## src/rtl/pdm_rec_pkg.sv

```systemverilog
// pdm_rec_pkg
//   Shared types and helpers for the PDM-to-PCM recorder.
//   - rec_state_t : recorder FSM states
//   - popcount16  : number of ones in a 16-bit PDM word (0..16)
//   - PCM_W/PDM_W : sample and PDM word widths
package pdm_rec_pkg;

  localparam int PCM_W = 16;
  localparam int PDM_W = 16;

  typedef enum logic [1:0] {
    IDLE   = 2'd0,
    RECORD = 2'd1,
    FLUSH  = 2'd2
  } rec_state_t;

  function automatic logic [4:0] popcount16(input logic [PDM_W-1:0] w);
    logic [4:0] c;
    c = '0;
    for (int i = 0; i < PDM_W; i++) begin
      c = c + 5'(w[i]);
    end
    return c;
  endfunction

endpackage

```

## src/rtl/pcm_sample_fifo.sv

```systemverilog
// pcm_sample_fifo
//   Synchronous FIFO for PCM samples. A push into a full FIFO is accepted
//   only when a pop happens in the same cycle; otherwise it is discarded
//   (the parent decides how to report that).
// Ports:
//   clock, reset_n : clock, async active-low reset
//   push, wdata    : write request and data
//   pop            : read request (ignored when empty)
//   rdata          : head-of-FIFO data, 0 when empty
//   full, empty    : occupancy flags
//   level          : current occupancy, 0..DEPTH
module pcm_sample_fifo #(
  parameter int DEPTH = 16,
  parameter int WIDTH = 16
) (
  input  logic                       clock,
  input  logic                       reset_n,
  input  logic                       push,
  input  logic [WIDTH-1:0]           wdata,
  input  logic                       pop,
  output logic [WIDTH-1:0]           rdata,
  output logic                       full,
  output logic                       empty,
  output logic [$clog2(DEPTH):0]     level
);

  localparam int AW    = $clog2(DEPTH);
  localparam int LVL_W = AW + 1;

  logic [WIDTH-1:0] r_mem [DEPTH];
  logic [AW-1:0]    r_wr_ptr;
  logic [AW-1:0]    r_rd_ptr;
  logic [LVL_W-1:0] r_level;

  logic w_do_pop;
  logic w_do_push;

  assign empty     = (r_level == '0);
  assign full      = (r_level == LVL_W'(DEPTH));
  assign w_do_pop  = pop & ~empty;
  // A full FIFO frees the head slot in the same cycle a pop happens.
  assign w_do_push = push & (~full | w_do_pop);
  assign level     = r_level;
  // Storage is not reset, so gate the head with empty to keep out_data at 0.
  assign rdata     = empty ? '0 : r_mem[r_rd_ptr];

  always_ff @(posedge clock) begin
    if (w_do_push) begin
      r_mem[r_wr_ptr] <= wdata;
    end
  end

  // Pointers wrap naturally since DEPTH is a power of two.
  always_ff @(posedge clock or negedge reset_n) begin
    if (!reset_n) begin
      r_wr_ptr <= '0;
      r_rd_ptr <= '0;
      r_level  <= '0;
    end else begin
      if (w_do_push) r_wr_ptr <= r_wr_ptr + AW'(1);
      if (w_do_pop)  r_rd_ptr <= r_rd_ptr + AW'(1);
      case ({w_do_push, w_do_pop})
        2'b10:   r_level <= r_level + LVL_W'(1);
        2'b01:   r_level <= r_level - LVL_W'(1);
        default: r_level <= r_level;
      endcase
    end
  end

endmodule

```

## src/rtl/pdm_pcm_recorder.sv

```systemverilog
// pdm_pcm_recorder
//   Reduces each PDM word to its popcount, sums DECIM counts into one PCM
//   sample, buffers samples in a FIFO and drains them over valid/ready,
//   under a start/stop recording FSM.
//
//   state  | meaning
//   IDLE   | words ignored; start clears counters/flags and begins recording
//   RECORD | accumulate popcounts; push a sample every DECIM words
//   FLUSH  | words ignored; wait for FIFO empty, then pulse rec_done
//
// Ports:
//   clock, reset_n          : clock, async active-low reset
//   start, stop             : one-cycle recording control pulses
//   word_valid, word_in     : PDM word from the deserializer
//   out_valid/out_ready/out_data : sample output handshake
//   level                   : FIFO occupancy
//   busy, rec_done          : FSM not idle / return-to-idle pulse
//   overflow                : sticky sample-dropped flag
//   drop_count              : saturating drop counter (PDM_REC_DROP_CNT_EN only)
// Build option: define PDM_REC_DROP_CNT_EN to add drop_count.
module pdm_pcm_recorder
  import pdm_rec_pkg::*;
#(
  parameter int          DECIM       = 4,
  parameter int          DEPTH       = 16,
  parameter int unsigned MAX_SAMPLES = 1024
) (
  input  logic                   clock,
  input  logic                   reset_n,
  input  logic                   start,
  input  logic                   stop,
  input  logic                   word_valid,
  input  logic [PDM_W-1:0]       word_in,
  output logic                   out_valid,
  input  logic                   out_ready,
  output logic [PCM_W-1:0]       out_data,
  output logic [$clog2(DEPTH):0] level,
  output logic                   busy,
  output logic                   rec_done,
  output logic                   overflow
`ifdef PDM_REC_DROP_CNT_EN
  ,
  output logic [7:0]             drop_count
`endif
);

  rec_state_t       r_state;
  rec_state_t       w_next_state;
  logic [PCM_W-1:0] r_acc;
  logic [4:0]       r_word_cnt;
  logic [31:0]      r_sample_cnt;
  logic             r_overflow;

  logic             w_rec;
  logic             w_last;
  logic [PCM_W-1:0] w_sum;
  logic             w_push;
  logic             w_pop_fire;
  logic             w_full;
  logic             w_empty;
  logic             w_drop;
  logic             w_max_hit;

  assign w_rec      = (r_state == RECORD);
  assign w_last     = (r_word_cnt == 5'(DECIM - 1));
  // Sum includes the current word so a completing word is pushed directly.
  assign w_sum      = r_acc + PCM_W'(popcount16(word_in));
  assign w_push     = w_rec & word_valid & w_last;
  assign w_pop_fire = out_valid & out_ready;
  assign w_drop     = w_push & w_full & ~w_pop_fire;
  // Dropped samples still count, so this fires on the attempted push.
  assign w_max_hit  = (MAX_SAMPLES != 0) && (r_sample_cnt == 32'(MAX_SAMPLES - 1));

  assign out_valid  = ~w_empty;
  assign busy       = (r_state != IDLE);
  assign overflow   = r_overflow;

  pcm_sample_fifo #(
    .DEPTH (DEPTH),
    .WIDTH (PCM_W)
  ) u_fifo (
    .clock   (clock),
    .reset_n (reset_n),
    .push    (w_push),
    .wdata   (w_sum),
    .pop     (out_ready),
    .rdata   (out_data),
    .full    (w_full),
    .empty   (w_empty),
    .level   (level)
  );

  always_comb begin
    w_next_state = r_state;
    rec_done     = 1'b0;
    case (r_state)
      IDLE: begin
        if (start) w_next_state = RECORD;
      end
      RECORD: begin
        if (stop || (w_push && w_max_hit)) w_next_state = FLUSH;
      end
      FLUSH: begin
        if (level == '0) begin
          w_next_state = IDLE;
          rec_done     = 1'b1;
        end
      end
      default: w_next_state = IDLE;
    endcase
  end

  always_ff @(posedge clock or negedge reset_n) begin
    if (!reset_n) begin
      r_state      <= IDLE;
      r_acc        <= '0;
      r_word_cnt   <= '0;
      r_sample_cnt <= '0;
      r_overflow   <= 1'b0;
    end else begin
      r_state <= w_next_state;
      if (r_state == IDLE) begin
        if (start) begin
          r_acc        <= '0;
          r_word_cnt   <= '0;
          r_sample_cnt <= '0;
          r_overflow   <= 1'b0;
        end
      end else if (w_rec) begin
        if (w_push) begin
          r_acc        <= '0;
          r_word_cnt   <= '0;
          r_sample_cnt <= r_sample_cnt + 32'd1;
        end else if (word_valid) begin
          r_acc      <= w_sum;
          r_word_cnt <= r_word_cnt + 5'd1;
        end
        // Leaving RECORD discards any partial accumulation.
        if (w_next_state == FLUSH) begin
          r_acc      <= '0;
          r_word_cnt <= '0;
        end
      end
      if (w_drop) r_overflow <= 1'b1;
    end
  end

`ifdef PDM_REC_DROP_CNT_EN
  logic [7:0] r_drop_cnt;

  assign drop_count = r_drop_cnt;

  always_ff @(posedge clock or negedge reset_n) begin
    if (!reset_n) begin
      r_drop_cnt <= '0;
    end else if (r_state == IDLE && start) begin
      r_drop_cnt <= '0;
    end else if (w_drop && r_drop_cnt != 8'hFF) begin
      r_drop_cnt <= r_drop_cnt + 8'd1;
    end
  end
`endif

endmodule

```

## config.mk

```make
export PLATFORM = sky130hd
export DESIGN_NAME = pdm_pcm_recorder
export DESIGN_NICKNAME = d
export VERILOG_FILES = /design/src/rtl/pdm_rec_pkg.sv /design/src/rtl/pcm_sample_fifo.sv /design/src/rtl/pdm_pcm_recorder.sv
export SDC_FILE = /design/constraint.sdc
export NUM_CORES = 1
export LEC_CHECK = 0
export ABC_AREA = 1
export BUFFER_PORTS_ARGS = -buffer_cell sky130_fd_sc_hd__buf_2
export CAP_MARGIN = 20
export CORE_UTILIZATION = 60
export DETAILED_ROUTE_END_ITERATION = 7
export GPL_TIMING_DRIVEN = 1
export PLACE_DENSITY = 0.78
export SKIP_LAST_GASP = 1
export SYNTH_ARGS = -nofsm -noshare
export SYNTH_HDL_FRONTEND = slang
export SYNTH_HIERARCHICAL = 1
export SYNTH_SLANG_ARGS = --single-unit
```

## constraint.sdc

```tcl
create_clock -name clock -period 4.8 [get_ports clock]
set_input_delay 0.96 -clock clock [delete_from_list [all_inputs] [get_ports clock]]
set_output_delay 0.96 -clock clock [all_outputs]
set_load 0.01 [all_outputs]
```

==> flow_metrics.env, run 1 <==
export IMPL_status="finished clean"
export IMPL_nFillCells=1850
export IMPL_slowest_delay_ns=0.53
export IMPL_setup_violations=0
export IMPL_r2r_start="r_acc[0]"
export IMPL_clock_sinks=325
export IMPL_wl_met1_um=14190
export IMPL_cts_tree="done"
export IMPL_worstPathRequired_ns=5.07
export IMPL_routedWlPerCell_um=19.05
export IMPL_route_met3_wl_um=3315
export IMPL_grt_pass1_vias=10740
export IMPL_design_portCount=47
export IMPL_top_layer_used="met4"
export IMPL_crit_path_max_fanout=16
export IMPL_postRouteAntennaNets=0
export IMPL_synth_edff_count=256
export IMPL_timing_max_cap_violations=0
export IMPL_hold_path_class="flop to flop"
export IMPL_grt_max_degree=67
export IMPL_drt_initial_drc_count=1088
export IMPL_initial_utilization_pct=61.05
export IMPL_synthTopCellsByArea="edfxtp_1 50%, nand2_1 12%, dfrtp_1 11%, nand3_1 7.5%, inv_1 2.2%"
export IMPL_die_area_um2=26190
export IMPL_wl_met2_um=17930
export IMPL_vias=11400
export IMPL_final_area_um2=17190
export IMPL_wirelength_um=36930
export IMPL_first_pass_iters=5
export IMPL_fmax_mhz=227.2
export IMPL_antenna_found_initial=0
export IMPL_synth_main_ff_cell="edfxtp_1"
export IMPL_synth_top_area_cell="edfxtp_1"
export IMPL_cpMostUsedCell="fa_1"
export IMPL_holdWs_ns=0.4806
export IMPL_final_cell_mix="485 x nand2_1, 256 x edfxtp_1, 229 x nand3_1"
export IMPL_syn_area_um2=15330
export IMPL_avgViaCountPerCell=5.878
export IMPL_leakage_nw=6.865
export IMPL_nets=1636
export IMPL_hold_buffers=0
export IMPL_fin_total_pwr_mw=10.43
export IMPL_die_w_um=161.8
export IMPL_hold_start="r_word_cnt[4]"
export IMPL_drc=0
export IMPL_drv_slew=0
export IMPL_final_common_cell="nand2_1"
export IMPL_ir_worst_vdd_v=0.0003894
export IMPL_cts_buffers_inserted=34
export IMPL_cpMaxStageDelayCell="fa_1"
export IMPL_worst_pin_slew_ns=1.039
export IMPL_synth_cell_types=40
export IMPL_multiInputGateArea_um2=5175
export IMPL_place_area_um2=16060
export IMPL_gr_total_overflow=0
export IMPL_drive_above_1_share_pct=13.18
export IMPL_critPathKind="primary input to flop"
export IMPL_gp_congestion=0.9720
export IMPL_critPathLaunchType="primary input"
export IMPL_relSlewSlack_pct=30.56
export IMPL_ys_ff_latch=325
export IMPL_syn_inst=1524
export IMPL_cts_setup_buffers=0
export IMPL_avgSynthCellArea_um2=10.06
export IMPL_yosysWarnings=6
export IMPL_synthArstFlopShare_pct=21.23
export IMPL_diodes=0
export IMPL_seq_area_um2=9419
export IMPL_dpl_hpwl_um=21850
export IMPL_die_h_um=161.8
export IMPL_path_cells="buf_2, fa_1, inv_1, fa_1, fa_1, fa_1, fa_1, inv_1, fa_1, nand4_1, nand2_1, nand2_1, nand2_1, nand2_1, buf_12"
export IMPL_cts_resized=0
export IMPL_core_area_um2=25110
export IMPL_grt_pass1_wl_um=57650
export IMPL_hold_viol=0
export IMPL_clockRootBuffer="clkbuf_16"
export IMPL_area_growth_pct=12.14
export IMPL_rsz0062_at_grt="no"
export IMPL_cts_max_level=2
export IMPL_setup_worst_path_start="word_in[0]"
export IMPL_final_period_utilization_pct=91.70
export IMPL_end_kind="flop"
export IMPL_cts_path_max_buffers=3
export IMPL_rows=58
export IMPL_crit_arrival_ns=4.67
export IMPL_clock_latency_ns=0.53
export IMPL_portBuffers=46
export IMPL_synth_top_cell_area_share_pct=50.15
export IMPL_synth_fp_nets=1577
export IMPL_seq_area_frac_synth_pct=61.41
export IMPL_fin_skew_ns=0.02202
export IMPL_grtUsageTotal_pct=29.11
export IMPL_clkTransAtPathRegs_ns=0.06
export IMPL_post_route_min_period_ns=4.402
export IMPL_powerDensity_nw_per_um2=606.6
## report_power, final
group / internal, mW / switching [mW] / total (mW) / leakage, nW
clock: 1.55 / 1.08 / 2.63 / 0.554
sequential: 3.62 / 0.208 / 3.83 / 3.04
combinational: 1.22 / 2.75 / 3.97 / 3.27
total: 6.39 / 4.04 / 10.4 / 6.87
## worst max-delay path, delay by kind of cell
kind          cells  cell delay [ns]
fa+ha+maj         6             2.65
simple gates      5             0.65
buf+inv           4             0.43
## metrics by stage
stage | setup slack [ns] | std cells | TNS [ns] | util [%]
final | 0.3982 | 1939 | 0 | 68.46
after global routing | 0.2283 | 1939 | 0 | 68.46
after CTS | 0.4362 | 1939 | 0 | 68.46
after detailed placement | -0.1056 | 1877 | -5.643 | 63.95
after global placement | -0.03022 | 1877 | -0.4832 | 63.95
after floorplan | 0.006050 | 1524 | 0 | -
## synth_stat cells, types with 2 or more instances
library cell	number
clkinv_1	2
buf_1	8
nor2_1	80
o21ai_0	15
or2_2	8
xor2_1	21
o31ai_1	3
xnor2_1	3
nor2_4	2
nand3_1	229
buf_2	26
clkbuf_1	15
ha_1	18
inv_2	5
nand3b_1	8
inv_1	89
o21ai_2	22
nor2_2	2
nand3_2	2
nor3_1	20
buf_6	15
a21oi_1	35
nand2_1	485
o21ai_1	11
nand4_1	43
edfxtp_1	256
fa_1	13
nand2_2	4
buf_4	5
dfrtp_1	69
## sequential cells by signal, summed over array words and instances, names as in the netlist
register	count
u_fifo/r_wr_ptr	4
u_fifo/r_rd_ptr	4
r_word_cnt	5
r_acc	16
u_fifo/r_mem	256
r_sample_cnt	32
u_fifo/level	5
r_state	2
overflow	1
## routing by layer
layer	vias to the layer above	track usage, %
li1	5311	-
met1	5402	38.31
met2	577	48.01
met3	107	4.290
met4	0	13.64
met5	-	0
## cell type report
class	count	area share (%)
Timing Repair Buffer	92	4.003
Inverter	96	2.111
Clock buffer	44	5.408
Multi-Input combinational cell	1034	30.10
Clock inverter	18	1.179
Sequential cell	325	54.79
Tap cell	330	2.402
## final timing paths
| kind | to | slack [ns] | depth (start not counted) |
|---|---|---|---|
| worst min-delay path | r_word_cnt[4] | 0.48 | 2 |
| max in group asynchronous | u_fifo/r_rd_ptr[0] | 3.25 | 2 |
| worst max register to register | u_fifo/r_mem[0][14] | 1.10 | 13 |
| min in group asynchronous | r_sample_cnt[30] | 0.49 | 1 |
| worst max-delay path | u_fifo/r_mem[0][14] | 0.40 | 15 |
| worst min register to register | r_word_cnt[4] | 0.48 | 2 |
## kinds of logic after synthesis
group                      count (synthesis)  share of synthesized area [%]
adders and majority gates                 31                          3.167
and+or+nand+nor                          886                          25.14
xor gates and xnor gates                  24                          1.371
buffers and inverters                    165                          5.109
AOI/OAI and AO/OA                         93                          3.803
DFF                                      325                          61.41
Note: power is estimated with default switching activity, not from simulation.
==> run 2, diff against run 1 <==
--- a/config.mk
+++ b/config.mk
@@ -11,7 +11,7 @@
 export CORE_UTILIZATION = 60
 export DETAILED_ROUTE_END_ITERATION = 7
 export GPL_TIMING_DRIVEN = 1
-export PLACE_DENSITY = 0.78
+export PLACE_DENSITY = 0.77
 export SKIP_LAST_GASP = 1
 export SYNTH_ARGS = -nofsm -noshare
 export SYNTH_HDL_FRONTEND = slang
==> flow_metrics.env, run 2 (synthesis results as in run 1) <==
export IMPL_cts_resized=0
export IMPL_fin_skew_ns=0.01541
export IMPL_layoutNonFillerInstCount=1940
export IMPL_clkTransAtPathRegs_ns=0.07
export IMPL_status="finished clean"
export IMPL_end_kind="flop"
export IMPL_diodes=0
export IMPL_finalSetupTns_ns=0
export IMPL_powerDensity_nw_per_um2=599.1
export IMPL_avgViaCountPerCell=5.812
export IMPL_multiInputGateArea_um2=5180
export IMPL_die_area_um2=26190
export IMPL_cts_setup_buffers=0
export IMPL_gr_total_overflow=0
export IMPL_nFillCells=1918
export IMPL_final_period_utilization_pct=89.99
export IMPL_hold_buffers=0
export IMPL_initial_utilization_pct=61.05
export IMPL_dpl_hpwl_um=22750
export IMPL_largest_reg_flops=256
export IMPL_drv_slew=0
export IMPL_design_portCount=47
export IMPL_first_pass_iters=5
export IMPL_grt_pass1_vias=11000
export IMPL_holdWs_ns=0.4813
export IMPL_wirelength_um=37630
export IMPL_worst_pin_slew_ns=1.098
export IMPL_grt_pass1_wl_um=59020
export IMPL_crit_path_max_fanout=16
export IMPL_postRouteAntennaNets=0
export IMPL_cts_path_max_buffers=3
export IMPL_rows=58
export IMPL_clock_latency_ns=0.56
export IMPL_vias=11280
export IMPL_cts_max_level=1
export IMPL_gp_congestion=0.9652
export IMPL_fmax_mhz=231.5
export IMPL_clock_sinks=325
export IMPL_crit_arrival_ns=4.62
export IMPL_drive_above_1_share_pct=13.29
export IMPL_final_common_cell="nand2_1"
export IMPL_drt_initial_drc_count=930
export IMPL_antenna_found_initial=0
export IMPL_nets=1638
export IMPL_relSlewSlack_pct=26.62
export IMPL_core_area_um2=25110
export IMPL_leakage_nw=6.828
export IMPL_top_regs="u_fifo/r_mem: 256 flops, r_sample_cnt: 32 flops, r_acc: 16 flops"
export IMPL_die_w_um=161.8
export IMPL_cts_buffers_inserted=31
export IMPL_regMostFlops="u_fifo/r_mem"
export IMPL_clockRootBuffer="clkbuf_16"
export IMPL_hold_path_class="primary input to async pin"
export IMPL_critPathLaunchType="primary input"
export IMPL_grt_max_degree=91
export IMPL_placedCellCount=1882
export IMPL_setup_violations=0
export IMPL_worstPathRequired_ns=5.11
export IMPL_routedWlPerCell_um=19.39
export IMPL_rsz0062_at_grt="no"
export IMPL_cts_tree="done"
export IMPL_die_h_um=161.8
export IMPL_timing_max_cap_violations=0
export IMPL_area_growth_pct=11.48
export IMPL_portBuffers=46
export IMPL_seq_area_um2=9419
export IMPL_ir_worst_vdd_v=0.0005504
export IMPL_final_cell_mix="485 x nand2_1, 256 x edfxtp_1, 229 x nand3_1"
export IMPL_fin_total_pwr_mw=10.24
export IMPL_critPathKind="primary input to flop"
export IMPL_grtUsageTotal_pct=29.64
export IMPL_drc=0
export IMPL_post_route_min_period_ns=4.320
export IMPL_hold_viol=0
run 2: cell count changes in the layout (fill, tap and decap cells not counted), sizes merged:
| cell | delta |
|---|---|
| clkbuf | -8 |
| buf | +5 |
| clkinv | +3 |
| inv | +1 |
run 2: through the flow:
step           utilization, %  instance area, um2  worst slack (ns)
3_5_place_dp            64.12               16100          -0.04874
4_1_cts                 68.06               17090            0.5234
6_report                68.06               17090            0.4804
3_3_place_gp            64.12               16100          -0.02393
2_1_floorplan               -               15340          0.006050
5_1_grt                 68.06               17090            0.2095
run 2: worst paths after layout:
kind	slack, ns	startpoint	depth (start not counted)	to
max	0.48	word_in[0]	17	u_fifo/r_mem[1][12]
min	0.48	reset_n	1	r_sample_cnt[9]
max reg2reg	1.12	r_acc[0]	15	u_fifo/r_mem[1][12]
min reg2reg	0.50	r_word_cnt[4]	2	r_word_cnt[4]
max in group asynchronous	3.31	reset_n	2	r_acc[13]
min in group clock	0.50	r_word_cnt[4]	2	r_word_cnt[4]
run 2: worst max-delay path, cell delays in order:
cell	delay, ns
buf_2	0.11
fa_1	0.52
inv_1	0.05
fa_1	0.47
fa_1	0.53
fa_1	0.43
fa_1	0.37
inv_1	0.09
fa_1	0.26
nand3_1	0.10
nand3_1	0.10
nand2_1	0.06
nand2_1	0.16
nand2_1	0.08
nand2_1	0.06
nand2_1	0.11
buf_12	0.17
run 2: layout make-up:
| class | count | area share [%] |
|---|---|---|
| Clock buffer | 36 | 4.649 |
| Clock inverter | 22 | 1.149 |
| Inverter | 96 | 2.116 |
| Multi-Input combinational cell | 1034 | 30.31 |
| Sequential cell | 325 | 55.11 |
| Tap cell | 330 | 2.416 |
| Timing Repair Buffer | 97 | 4.246 |
run 2: metal layers:
metal	routed length, um	vias to the layer above	GRT usage (%)
met4	1420	0	11.45
li1	-	5304	-
met2	19160	504	52.30
met3	2795	92	4.443
met5	0	-	0
met1	14250	5376	36.84
run 2: where the power goes:
group / switching [mW] / total [mW] / leakage [nW] / internal [mW]
registers: 0.131 / 3.75 / 3.04 / 3.62
logic: 2.84 / 4.11 / 3.30 / 1.27
clock network: 1.03 / 2.38 / 0.491 / 1.35
total: 4.00 / 10.2 / 6.83 / 6.24
==> run 3, diff against run 2 <==
--- a/config.mk
+++ b/config.mk
@@ -8,6 +8,7 @@
 export ABC_AREA = 1
 export BUFFER_PORTS_ARGS = -buffer_cell sky130_fd_sc_hd__buf_2
 export CAP_MARGIN = 20
+export CORE_MARGIN = 4
 export CORE_UTILIZATION = 60
 export DETAILED_ROUTE_END_ITERATION = 7
 export GPL_TIMING_DRIVEN = 1
==> flow_metrics.env, run 3 (synthesis results as in run 1) <==
export IMPL_critPathKind="primary input to flop"
export IMPL_antenna_found_initial=0
export IMPL_final_common_cell="nand2_1"
export IMPL_cts_resized=0
export IMPL_timing_max_cap_violations=0
export IMPL_final_area_um2=17120
export IMPL_cts_setup_buffers=0
export IMPL_clkTransAtPathRegs_ns=0.06
export IMPL_relSlewSlack_pct=28.83
export IMPL_regMostFlops="u_fifo/r_mem"
export IMPL_hold_path_class="flop to flop"
export IMPL_die_h_um=167.8
export IMPL_fin_total_pwr_mw=10.38
export IMPL_grt_max_degree=94
export IMPL_gp_congestion=0.8970
export IMPL_worst_pin_slew_ns=1.065
export IMPL_p_comb_share_pct=38.7
export IMPL_post_route_util_pct=68.00
export IMPL_rsz0062_at_grt="no"
export IMPL_cts_tree="done"
export IMPL_drv_slew=0
export IMPL_hold_viol=0
export IMPL_worstPathRequired_ns=5.06
export IMPL_critPathLaunchType="primary input"
export IMPL_clock_latency_ns=0.52
export IMPL_drive_above_1_share_pct=13.06
export IMPL_seqPwrFrac_pct=36.7
export IMPL_cp_top_family="adder cells"
export IMPL_cts_buffers_inserted=34
export IMPL_portBuffers=46
export IMPL_crit_arrival_ns=4.72
export IMPL_gr_total_overflow=0
export IMPL_p_sw_mw=4.027
export IMPL_core_area_um2=25180
export IMPL_cpMaxStageDelayCell="fa_1"
export IMPL_avgViaCountPerCell=5.870
export IMPL_final_period_utilization_pct=92.88
export IMPL_design_portCount=47
export IMPL_drc=0
export IMPL_place_area_um2=16030
export IMPL_drt_initial_drc_count=1117
export IMPL_die_area_um2=28170
export IMPL_diodes=0
export IMPL_hold_start="r_word_cnt[4]"
export IMPL_postRouteAntennaNets=0
export IMPL_rr_worst_depth=15
export IMPL_initial_utilization_pct=60.88
export IMPL_end_kind="flop"
export IMPL_cts_max_level=2
export IMPL_ir_worst_vdd_v=0.0004525
export IMPL_vias=11380
export IMPL_p_clk_share_pct=24.6
export IMPL_cts_path_max_buffers=3
export IMPL_post_route_min_period_ns=4.458
export IMPL_crit_path_max_fanout=16
export IMPL_dpl_hpwl_um=21870
export IMPL_grt_pass1_wl_um=59610
export IMPL_leakage_nw=6.820
export IMPL_slowest_delay_ns=0.54
export IMPL_first_pass_iters=7
export IMPL_path_cells="buf_2, fa_1, inv_1, fa_1, fa_1, fa_1, fa_1, inv_1, fa_1, nand3_1, nand3_1, nand2_1, nand2_1, nand2_1, nand2_1, nand2_1, buf_12"
export IMPL_nets=1635
export IMPL_placedCellCount=1876
export IMPL_largest_reg_flops=256
export IMPL_clock_sinks=325
export IMPL_final_cell_mix="485 x nand2_1, 256 x edfxtp_1, 229 x nand3_1"
export IMPL_routedWlPerCell_um=19.61
export IMPL_wirelength_um=38000
export IMPL_area_growth_pct=11.70
export IMPL_layoutNonFillerInstCount=1938
export IMPL_r2r_slack_ns=1.06
export IMPL_swShare_pct=38.79
export IMPL_grtUsageTotal_pct=26.96
export IMPL_p_int_mw=6.353
export IMPL_clockRootBuffer="clkbuf_16"
export IMPL_path_buf_inv=4
export IMPL_hold_buffers=0
export IMPL_setup_violations=0
export IMPL_worstReg2RegEnd="u_fifo/r_mem[3][12]"
export IMPL_holdPathEnd="r_word_cnt[4]"
export IMPL_die_w_um=167.8
export IMPL_fmax_mhz=224.3
export IMPL_r2r_start="r_acc[0]"
export IMPL_rows=58
export IMPL_fin_skew_ns=0.01565
export IMPL_finalSetupTns_ns=0
export IMPL_cpMostUsedCell="fa_1"
export IMPL_holdPathStages=2
export IMPL_status="finished clean"
export IMPL_powerDensity_nw_per_um2=606.2
export IMPL_grt_pass1_vias=11250
export IMPL_top_regs="u_fifo/r_mem: 256 flops, r_sample_cnt: 32 flops, r_acc: 16 flops"
run 3: changes by cell type in the layout (fill, tap and decap cells not counted), sizes merged:
cell and change:
clkinv -8, buf -6, clkbuf +13, clkinvlp +4, bufinv -2, inv -3
run 3: worst register-to-register path: stages, from the launching register on:
cell and delay (ns):
dfrtp_1 0.35, inv_1 0.06, fa_1 0.50, fa_1 0.54
fa_1 0.44, fa_1 0.37, inv_1 0.11, fa_1 0.29
nand3_1 0.11, nand3_1 0.11, nand2_1 0.07, nand2_1 0.14
nand2_1 0.07, nand2_1 0.06, nand2_1 0.10, buf_12 0.17
run 3: worst max-delay path by stage:
stage,to,depth (start not counted),startpoint
global route,u_fifo/r_mem[3][12],17,word_in[0]
global placement,u_fifo/r_mem[7][12],17,word_in[0]
detailed placement,u_fifo/r_mem[6][12],17,word_in[0]
finish,u_fifo/r_mem[3][12],17,word_in[0]
floorplan,r_acc[6],13,word_in[0]
CTS,u_fifo/r_mem[3][12],17,word_in[0]
run 3: routing by layer:
metal | vias to the layer above | global-route usage [%] | wire, um
met5 | - | 0 | 0
met2 | 528 | 45.37 | 18840
met3 | 96 | 4.625 | 3114
met1 | 5449 | 35.04 | 14810
li1 | 5304 | - | -
met4 | 0 | 11.19 | 1231
run 3: cell type report:
cell class                 count  area (um2)
clock buffer                  49       991.0
clock inverter                13       100.1
fill                        1863        8059
inverter                      96       361.6
multi-input combinational   1034        5180
sequential                   325        9419
tap                          330       412.9
timing repair buffer          91       658.1
run 3: stage by stage:
stage | hold WS, ns | worst slack [ns]
after detailed placement | 0.4704 | -0.1111
after floorplan | 0.4550 | 0.006050
after global placement | 0.4655 | -0.007395
final | 0.4824 | 0.3417
after global routing | 0.5343 | 0.2012
after CTS | 0.4831 | 0.3833
run 3: power groups by stage:
stage | sequential (mW) | clock, mW | combinational, mW
5_1_grt | 3.84 | 2.69 | 4.45
3_5_place_dp | 3.86 | 0 | 3.95
6_report | 3.81 | 2.55 | 4.02
3_3_place_gp | 3.86 | 0 | 3.81
2_1_floorplan | 3.78 | 0 | 2.84
4_1_cts | 3.81 | 2.57 | 3.99
